<file path="src/rtl/conv1_channel_sched.sv">
// conv1_channel_sched: time-shares one 3x3 conv1 filter engine across all
// output channels. One window is accepted, then each channel's weights and
// bias are streamed from the weight memory into the engine, one channel per
// cycle. Results come back in channel order with window and frame markers.
//
// Handshake: a window transfers on the rising edge where win_valid and
// win_ready are both high (and clear is low). win_ready is high only in IDLE.
// The source must hold win_data stable until that edge. out_valid has no
// backpressure; the downstream must accept a result on every cycle it is high.
module conv1_channel_sched #(
  parameter int CHANNELS = 32,
  parameter int PIPE_LAT = 12,
  parameter int NUM_WIN  = 676,
  localparam int AW = (CHANNELS > 1) ? $clog2(CHANNELS) : 1,
  localparam int WW = (NUM_WIN > 1) ? $clog2(NUM_WIN) : 1
) (
  input  logic          clk,
  input  logic          rst_n,
  input  logic          clear,
  input  logic          win_valid,
  output logic          win_ready,
  input  logic [287:0]  win_data,
  output logic          w_rd_en,
  output logic [AW-1:0] w_addr,
  input  logic [319:0]  w_rdata,
  output logic          eng_valid,
  output logic [287:0]  eng_data,
  output logic [287:0]  eng_weight,
  output logic [31:0]   eng_bias,
  input  logic [31:0]   eng_result,
  output logic          out_valid,
  output logic [31:0]   out_data,
  output logic [AW-1:0] out_ch,
  output logic          out_win_last,
  output logic          out_frame_last,
  output logic          busy,
  output logic [1:0]    dbg_state
);

  typedef enum logic [1:0] {
    IDLE  = 2'd0,
    RUN   = 2'd1,
    DRAIN = 2'd2
  } state_t;

  localparam logic [AW-1:0] LAST_CH  = AW'(CHANNELS - 1);
  localparam logic [WW-1:0] LAST_WIN = WW'(NUM_WIN - 1);

  state_t          state;
  state_t          state_next;
  logic [AW-1:0]   issue_cnt;
  logic [AW-1:0]   eng_ch;
  logic [PIPE_LAT-1:0] tag_v;
  logic [AW-1:0]   tag_ch [PIPE_LAT];
  logic            tag_busy;
  logic [WW-1:0]   win_cnt;
  logic            accept;

  assign tag_busy  = |tag_v;
  assign accept    = win_valid & win_ready & ~clear;
  assign busy      = (state != IDLE);
  assign dbg_state = state;

  // Read address is only meaningful during a read strobe; idle value is 0.
  assign w_addr = w_rd_en ? issue_cnt : '0;

  // Memory data arrives one cycle after the strobe, aligned with eng_valid.
  assign eng_weight = eng_valid ? w_rdata[287:0]   : '0;
  assign eng_bias   = eng_valid ? w_rdata[319:288] : '0;

  assign out_win_last   = out_valid & (out_ch == LAST_CH);
  assign out_frame_last = out_win_last & (win_cnt == LAST_WIN);

  // State register; clear aborts to IDLE like a synchronous reset.
  always_ff @(posedge clk or negedge rst_n) begin
    if (!rst_n) begin
      state <= IDLE;
    end else if (clear) begin
      state <= IDLE;
    end else begin
      state <= state_next;
    end
  end

  // Next-state and per-state strobes.
  always_comb begin
    state_next = state;
    win_ready  = 1'b0;
    w_rd_en    = 1'b0;
    case (state)
      IDLE: begin
        win_ready = 1'b1;
        if (win_valid) state_next = RUN;
      end
      RUN: begin
        w_rd_en = 1'b1;
        if (issue_cnt == LAST_CH) state_next = DRAIN;
      end
      DRAIN: begin
        // The last result leaves the output register on the same edge.
        if (!tag_busy && !eng_valid) state_next = IDLE;
      end
      default: state_next = IDLE;
    endcase
  end

  // Issue counter, window latch and the one-cycle issue stage.
  always_ff @(posedge clk or negedge rst_n) begin
    if (!rst_n) begin
      issue_cnt <= '0;
      eng_data  <= '0;
      eng_valid <= 1'b0;
      eng_ch    <= '0;
    end else if (clear) begin
      issue_cnt <= '0;
      eng_data  <= '0;
      eng_valid <= 1'b0;
      eng_ch    <= '0;
    end else begin
      eng_valid <= w_rd_en;
      eng_ch    <= w_rd_en ? issue_cnt : '0;
      if (accept) begin
        eng_data  <= win_data;
        issue_cnt <= '0;
      end else if (w_rd_en) begin
        issue_cnt <= (issue_cnt == LAST_CH) ? '0 : issue_cnt + AW'(1);
      end
    end
  end

  // Tag pipeline: follows each issued channel through the engine latency.
  always_ff @(posedge clk or negedge rst_n) begin
    if (!rst_n) begin
      for (int i = 0; i < PIPE_LAT; i++) begin
        tag_v[i]  <= 1'b0;
        tag_ch[i] <= '0;
      end
    end else if (clear) begin
      for (int i = 0; i < PIPE_LAT; i++) begin
        tag_v[i]  <= 1'b0;
        tag_ch[i] <= '0;
      end
    end else begin
      tag_v[0]  <= eng_valid;
      tag_ch[0] <= eng_ch;
      for (int i = 1; i < PIPE_LAT; i++) begin
        tag_v[i]  <= tag_v[i-1];
        tag_ch[i] <= tag_ch[i-1];
      end
    end
  end

  // Output register: captures the engine result as its tag exits.
  always_ff @(posedge clk or negedge rst_n) begin
    if (!rst_n) begin
      out_valid <= 1'b0;
      out_data  <= '0;
      out_ch    <= '0;
    end else if (clear) begin
      out_valid <= 1'b0;
      out_data  <= '0;
      out_ch    <= '0;
    end else begin
      out_valid <= tag_v[PIPE_LAT-1];
      if (tag_v[PIPE_LAT-1]) begin
        out_data <= eng_result;
        out_ch   <= tag_ch[PIPE_LAT-1];
      end
    end
  end

  // Window counter within a frame; advances on each window's last result.
  always_ff @(posedge clk or negedge rst_n) begin
    if (!rst_n) begin
      win_cnt <= '0;
    end else if (clear) begin
      win_cnt <= '0;
    end else if (out_win_last) begin
      win_cnt <= out_frame_last ? '0 : win_cnt + WW'(1);
    end
  end

endmodule

</file>
<file path="config.mk">
export PLATFORM = sky130hd
export DESIGN_NAME = conv1_channel_sched
export DESIGN_NICKNAME = d
export VERILOG_FILES = /design/src/rtl/conv1_channel_sched.sv
export SDC_FILE = /design/constraint.sdc
export NUM_CORES = 1
export LEC_CHECK = 0
export ABC_CLOCK_PERIOD_IN_PS = 1600
export BUFFER_PORTS_ARGS = -buffer_cell sky130_fd_sc_hd__buf_2
export CAP_MARGIN = 20
export CORE_AREA = 2 2 512 514
export DETAILED_ROUTE_END_ITERATION = 16
export DIE_AREA = 0 0 514 516
export SLEW_MARGIN = 5
export SYNTH_ARGS = -nofsm -noshare
export SYNTH_HDL_FRONTEND = slang
export SYNTH_SLANG_ARGS = --single-unit
</file>
<file path="constraint.sdc">
create_clock -name clk -period 1.6 [get_ports clk]
set_input_delay 0.16 -clock clk [delete_from_list [all_inputs] [get_ports clk]]
set_output_delay 0.16 -clock clk [all_outputs]
set_load 0.005 [all_outputs]
</file>
==> results of run 1 <==
-- cell type report --
type / instances / area (µm²) / area share, %
timing repair buffer: 1735 / 12000 / 33.5
inverter: 5 / 23.8 / 0.0666
multi-input combinational: 853 / 6420 / 18.0
sequential: 421 / 10500 / 29.5
clock inverter: 21 / 395 / 1.11
tap: 3402 / 4260 / 11.9
clock buffer: 71 / 1440 / 4.03
antenna: 261 / 653 / 1.83
-- repair_timing --
action / in CTS / in global routing
pin swaps: 2 / 1
setup buffers: 10 / 10
gates cloned: 9 / 10
hold buffers: 323 / 0
setup endpoints to repair: 597 / 630
gates resized for setup: 152 / 162
endpoints found under the hold margin: 755 / 0
-- worst reg2reg max path, delay by kind of cell, from the launching register on --
family                 cells  cell delay [ns]
AO/OA/AOI/OAI              1             0.24
buffers and inverters      3             0.63
flip-flops                 1             0.39
AND/OR/NAND/NOR            3             0.53
-- state kept, by name, summed over array words and instances, names as in the netlist, 2 cells and up --
signal	flops
dbg_state	2
eng_ch	5
eng_data	288
issue_cnt	5
out_ch	5
out_data	32
tag_ch	60
tag_v	12
win_cnt	10
-- kinds of logic after synthesis --
group / Yosys count / synth area share [%]
adders and majority gates: 3 / 0.218
AOI/OAI and AO/OA: 311 / 15.5
and+or+nand+nor: 499 / 17.5
muxes: 37 / 2.15
xor gates and xnor gates: 3 / 0.153
buffers and inverters: 124 / 3.22
DFF: 421 / 61.3
-- power breakdown --
part           switching [W]  internal [W]  total [W]
Sequential          0.000351        0.0112     0.0115
Combinational        0.00340       0.00283    0.00624
Clock                0.00495       0.00762     0.0126
Total                0.00871        0.0216     0.0303
-- layout by cell type (no fill, tap or decap), types with 3 or more instances in the layout --
cell / netlist / final
and3_1: 6 / 6
or4_1: 3 / 3
buf_8: 0 / 5
bufinv_16: 0 / 8
diode_2: 0 / 261
nor4_1: 3 / 3
buf_4: 1 / 54
or2_1: 3 / 3
and2_4: 0 / 106
o31ai_1: 3 / 3
buf_16: 0 / 9
nand3_1: 4 / 4
a22o_1: 288 / 288
buf_6: 0 / 97
o21ai_0: 3 / 3
inv_1: 4 / 3
clkbuf_1: 57 / 10
clkinv_16: 0 / 3
mux2i_1: 37 / 37
and2_1: 326 / 218
clkbuf_16: 0 / 57
dlygate4sd3_1: 0 / 323
buf_12: 1 / 30
nor3_1: 5 / 5
buf_2: 54 / 1205
nor2b_1: 73 / 73
bufbuf_16: 0 / 3
clkbuf_8: 0 / 11
a21oi_1: 11 / 11
clkinv_2: 0 / 5
nand4_1: 5 / 5
dfrtp_1: 421 / 419
clkinvlp_4: 0 / 3
nor2_1: 44 / 44
nand2_1: 13 / 12
-- metal layers --
| layer | vias up | global-route usage (%) | part of all wire [%] | wire length (µm) |
|---|---|---|---|---|
| met4 | 124 | 6.60 | 4.6 | 9870 |
| met5 | - | 0 | 0.57 | 1220 |
| met3 | 469 | 6.67 | 11 | 23100 |
| met2 | 1500 | 23.4 | 44 | 92700 |
| met1 | 9773 | 18.3 | 40 | 85800 |
| li1 | 8566 | - | - | - |
-- how the worst min path moves through the flow --
stage / start / end / slack, ns / cells past startpoint
global route: rst_n / eng_data[1]$_DFFE_PN0P_ / 0.03 / 2
global placement: rst_n / eng_data[1]$_DFFE_PN0P_ / 0.08 / 1
detailed placement: rst_n / eng_data[1]$_DFFE_PN0P_ / 0.08 / 1
finish: rst_n / eng_data[1]$_DFFE_PN0P_ / 0.04 / 2
floorplan: rst_n / dbg_state[0]$_DFFE_PN0P_ / -0.14 / 0
CTS: rst_n / eng_data[1]$_DFFE_PN0P_ / 0.01 / 2
-- per-stage QoR --
stage / total power (W) / std cells
detailed placement: 0.0164 / 6055
finish: 0.0303 / 6769
global placement: 0.0164 / 6055
CTS: 0.0305 / 6489
floorplan: 0.0129 / 1398
global route: 0.0315 / 6657
==> impl_results.md, run 1 <==
* Outcome: finished, violations left
* Failing checks: antenna violations, negative setup slack
* Die width at 514 µm
* Routed via count at 20432
* Crit-path slowest cell: dfrtp_4
* Flop2flop setup slack at -0.23 ns
* Initial Utilization at under 10%
* Residual DRC count at 0
* Fin crit share at 134%
* Synth top cells by count: dfrtp_1 (421), and2_1 (326), a22o_1 (288)
* Global Route Usage Sum at 15.2%
* Netlist Area Pre-Place at 17200 µm²
* Seq cells post-synth at 421
* Share of cells above drive strength 1 at around 52%
* Stages on worst setup path at 5
* P_leak at between 15 and 20 nW
* Crit end category: output pin
* R2R Path Start: dbg_state[1]$_DFFE_PN0P_
* Syn Nets at 2045
* Worst setup margin at -0.536 ns
* Clk_lat worst skew at 0.64 ns
* CP bufs+invs at 4
* Core footprint at ~260000 µm²
* FP Rows at 187
* Dpl cell area at 28300 µm²
* CP max stage delay at 0.54 ns
* Mean Syn Cell Area at 12.3 µm²
* IO Count at about 1300
* Max Clk Rate at roughly 0.47 GHz
* RSZ-0062 raised after global routing: true
* Req. time, crit path at 1.44 ns
* Clock root cell: clkbuf_16
* Critical path peak fanout at 16
* Via count of the first global-routing pass at 19758
* Dominant cell type by area after synthesis: dfrtp_1
* Worst path cell trace: buf_12, buf_16, buf_12, and2_1, buf_2
* Slew headroom at 65.9%
* Clk buf depth at 3
* Minimum clock period at 2.14 ns
* Hpwl dp at about 190000 µm
* Syn Inst Count at 1398
* Worst Tran Pin Value at between 0.5 and 0.6 ns
* Die Y at 516 µm
* Max-cap check violation count at 0
* Max VDD drop at 758 µV
* Synth top area cells: dfrtp_1 (61%), a22o_1 (15%), and2_1 (12%), nor2b_1 (2.7%), mux2i_1 (2.2%)
* Drt wl/cell at 31.4 µm
* R2r worst-path depth at 7
* Final global-route overflow total at 0
* Final Core Density at roughly 14%
* Setup TNS at -194.59 ns
* Top Family by Delay on Critical Path: buffers and inverters
* Final hold vios at 0
* Pin count of the biggest net entering global routing at 80
* Post-layout net count at roughly 3700
* Router iterations before antenna repair at 4
* Worst path arrival time at ~2.0 ns
* CTS sink count at between 400 and 500
* Final Max Tran Viols at 0
* Layout fillers at 29388
* Routed Antenna Nets at 2
* Final setup violating endpoints at 621
* Reg2Reg Capture Point: eng_data[83]$_DFFE_PN0P_
* Hold Path Class: in2async
* Setup crit end: eng_weight[115]
* EDFF count, synth at 0
* Fraction of post-synthesis cell area in the top cell type by area at 61.3%
* DRT iter0 DRCs at 1373
* Critical path launch point type: flop
* H-Tree Depth at 2
* Most common cell on crit path: buf_12
* Worst-path clk slew at 0.06 ns
* Area grow syn2layout at 108%
* RePlAce Congestion at 1.35
* Seq/Total Area, Yosys at 61.3%
* Pre-CTS setup slack at -0.198 ns
* Ys Warns at 0
* Distinct cells, synth at 43
* PwrDens at 849 nW/µm²
* CTS buffer count at 50
* Setup crit start: eng_valid$_DFF_PN0_
* Clock skew at 0.0287 ns
* Hold slack at between 0.04 and 0.05 ns
* Async set-reset flop share out of synthesis at 100%
* Kind of critical path: reg2out
* Port Buffers at 1302
* Wirelength, routed at 213000 µm
* Cell with the most instances after synthesis: dfrtp_1
* Most used DFF post-synth: dfrtp_1
* Die footprint at 265000 µm²
* CTS tree: yes
* First-pass GRT wire length at ~250000 µm
* Post-route design area at 35700 µm²
* Initial antenna violation count at 371
* Vias per inst at between 3 and 4
Power figures use the tool's default switching activity.
==> run 2, diff against run 1 <==
CORE_AREA = 8 8 503 505   (was 2 2 512 514)
DIE_AREA = 0 0 511 513   (was 0 0 514 516)
PLACE_DENSITY = 0.3   (was not set)
==> run 2 against run 1 <==
Net effect:
- the flow finishes with violations (negative setup slack)
- clock power grew 6%
- die area shrank 1.2%
- clock skew grew 0.0010 ns
- cell area shrank 1.7%
- sequential power is essentially flat
- wire length shrank 17%
- highest routed layer unchanged
==> impl_results.md, run 2 (synthesis gave the netlist of run 1 again) <==
* Outcome: finished, violations left
* Failing checks: negative setup slack
* Flop2flop setup slack at -0.10 ns
* Clock root cell: clkbuf_16
* CTS buffer count at 55
* Share of cells above drive strength 1 at 51.7%
* CTS tree: yes
* R2r worst-path depth at 6
* R2R Path Start: dbg_state[1]$_DFFE_PN0P_
* Port Buffers at 1302
* Wirelength, routed at around 180000 µm
* P_leak at roughly 18 nW
* Max VDD drop at 813 µV
* Power, Total at 0.0307 W
* DRT iter0 DRCs at 1107
* Req. time, crit path at 1.44 ns
* Clock skew at 0.0298 ns
* Final setup violating endpoints at 436
* Post-route design area at around 35000 µm²
* Router iterations before antenna repair at 5
* CTS sink count at approximately 420
* Non-filler cells in the finished layout at 6438
* Die Y at 513 µm
* Routed via count at 19423
* Final hold vios at 0
* Clk buf depth at 3
* Die footprint at 262000 µm²
* Most common cell after layout, fill and taps aside: buf_2
* PwrDens at 876 nW/µm²
* FP Rows at 182
* Vias per inst at 3.02
* Biggest register: eng_data
* Fin crit share at 137%
* Core footprint at 245000 µm²
* Minimum clock period at 2.19 ns
* Final Max Tran Viols at 0
* Initial Utilization at 7.03%
* Worst setup margin at -0.594 ns
* RSZ-0062 raised after global routing: true
* Worst path cell trace: buf_16, buf_4, clkbuf_16, and2_4, buf_2
* IO Count at 1303
* Initial antenna violation count at just under 200
* Critical path launch point type: flop
* Dpl cell area at 28300 µm²
* Die width at approximately 510 µm
* Drt wl/cell at 27.5 µm
* CP max stage delay at 0.49 ns
* Max reg flops at 288
* Post-layout net count at 3732
* Most frequent cells in the layout: buf_2 (1217), dfrtp_1 (418), dlygate4sd3_1 (326)
* RePlAce Congestion at around 0.87
* Global Route Usage Sum at 12.7%
* Crit-path slowest cell: dfrtp_4
* Worst path arrival time at around 2.0 ns
* Area grow syn2layout at 104%
* Via count of the first global-routing pass at 20547
* Largest regs: eng_data: 288 flops, tag_ch: 60 flops, out_data: 32 flops
* First-pass GRT wire length at 222000 µm
* Hpwl dp at ~150000 µm
* Slew headroom at 62.3%
* Hold_sp: win_valid
* Max-cap check violation count at 0
* Worst-path clk slew at 0.06 ns
* H-Tree Depth at 2
* Worst Tran Pin Value at between 0.5 and 0.6 ns
* Pin count of the biggest net entering global routing at 78
* Final global-route overflow total at 0
* Hold path depth at 5
* Max Clk Rate at 0.456 GHz
* Hold Path Class: in2reg
* Clk_lat worst skew at 0.65 ns
* Residual DRC count at 0
* Routed Antenna Nets at 0
* Critical path peak fanout at 11
* Hold EP: issue_cnt[3]$_DFFE_PN0P_
* Crit end category: output pin
* Kind of critical path: reg2out
* Cells after DPL at 5900
* Reg2Reg Capture Point: eng_data[213]$_DFFE_PN0P_
## run 2: repair_timing
| item | 4_1_cts | 5_1_grt |
|---|---|---|
| gates resized for setup | 145 | 109 |
| hold endpoints to repair | 725 | 0 |
| endpoints found under the setup margin | 605 | 625 |
| hold buffers | 326 | 0 |
| gates cloned | 6 | 6 |
| setup buffers | 7 | 4 |
| pin swaps | 2 | 0 |
## run 2: worst max-delay path: cells and delay by family, from the launching register on
kind | cells | cell delay, ns
buf+inv | 4 | 0.67
simple gates | 1 | 0.17
flops | 1 | 0.49
## run 2: metrics by stage
stage | util (%) | setup WS, ns | hold slack (ns) | setup TNS (ns)
after floorplan | - | 0.0900 | -0.136 | 0
final | 14.3 | -0.594 | 0.179 | -172.52
after global placement | 11.6 | -0.142 | 0.126 | -19.80
after global routing | 14.3 | -0.669 | 0.176 | -243.84
after CTS | 14.0 | -0.648 | 0.0894 | -209.74
after detailed placement | 11.6 | -0.114 | 0.125 | -11.12
## run 2: worst max-delay path by stage
stage                                     end  depth (start not counted)  slack (ns)                startpoint
CTS                           eng_weight[110]                          5       -0.65       eng_valid$_DFF_PN0_
global route                   out_frame_last                          5       -0.67     out_ch[0]$_DFFE_PN0P_
finish                        eng_weight[161]                          5       -0.59       eng_valid$_DFF_PN0_
global placement     eng_data[18]$_DFFE_PN0P_                          6       -0.14  dbg_state[1]$_DFFE_PN0P_
floorplan              win_cnt[8]$_DFFE_PN0P_                          5        0.09    win_cnt[4]$_DFFE_PN0P_
detailed placement  eng_data[220]$_DFFE_PN0P_                          6       -0.11  dbg_state[1]$_DFFE_PN0P_
## run 2: per-layer routing
metal	vias to the layer above	GRT usage, %	wire length [µm]
li1	8361	-	-
met1	9412	11.5	55200
met2	1203	25.2	96800
met3	407	5.34	17000
met4	40	4.03	7630
met5	-	0	254
## run 2: power breakdown
group / internal (W) / leakage, nW / switching, W
Sequential: 0.0112 / 5.73 / 0.000332
Clock: 0.00807 / 0.964 / 0.00535
Combinational: 0.00281 / 10.9 / 0.00302
Total: 0.0220 / 17.6 / 0.00871
## run 2: area by class of cell
| type | instances | area (µm²) |
|---|---|---|
| Timing Repair Buffer | 1749 | 12000 |
| Tap cell | 3220 | 4030 |
| Sequential cell | 421 | 10500 |
| Antenna cell | 89 | 223 |
| Multi-Input combinational cell | 853 | 6350 |
| Fill cell | 27761 | 210000 |
| Clock inverter | 23 | 330 |
| Inverter | 5 | 26.3 |
| Clock buffer | 78 | 1620 |
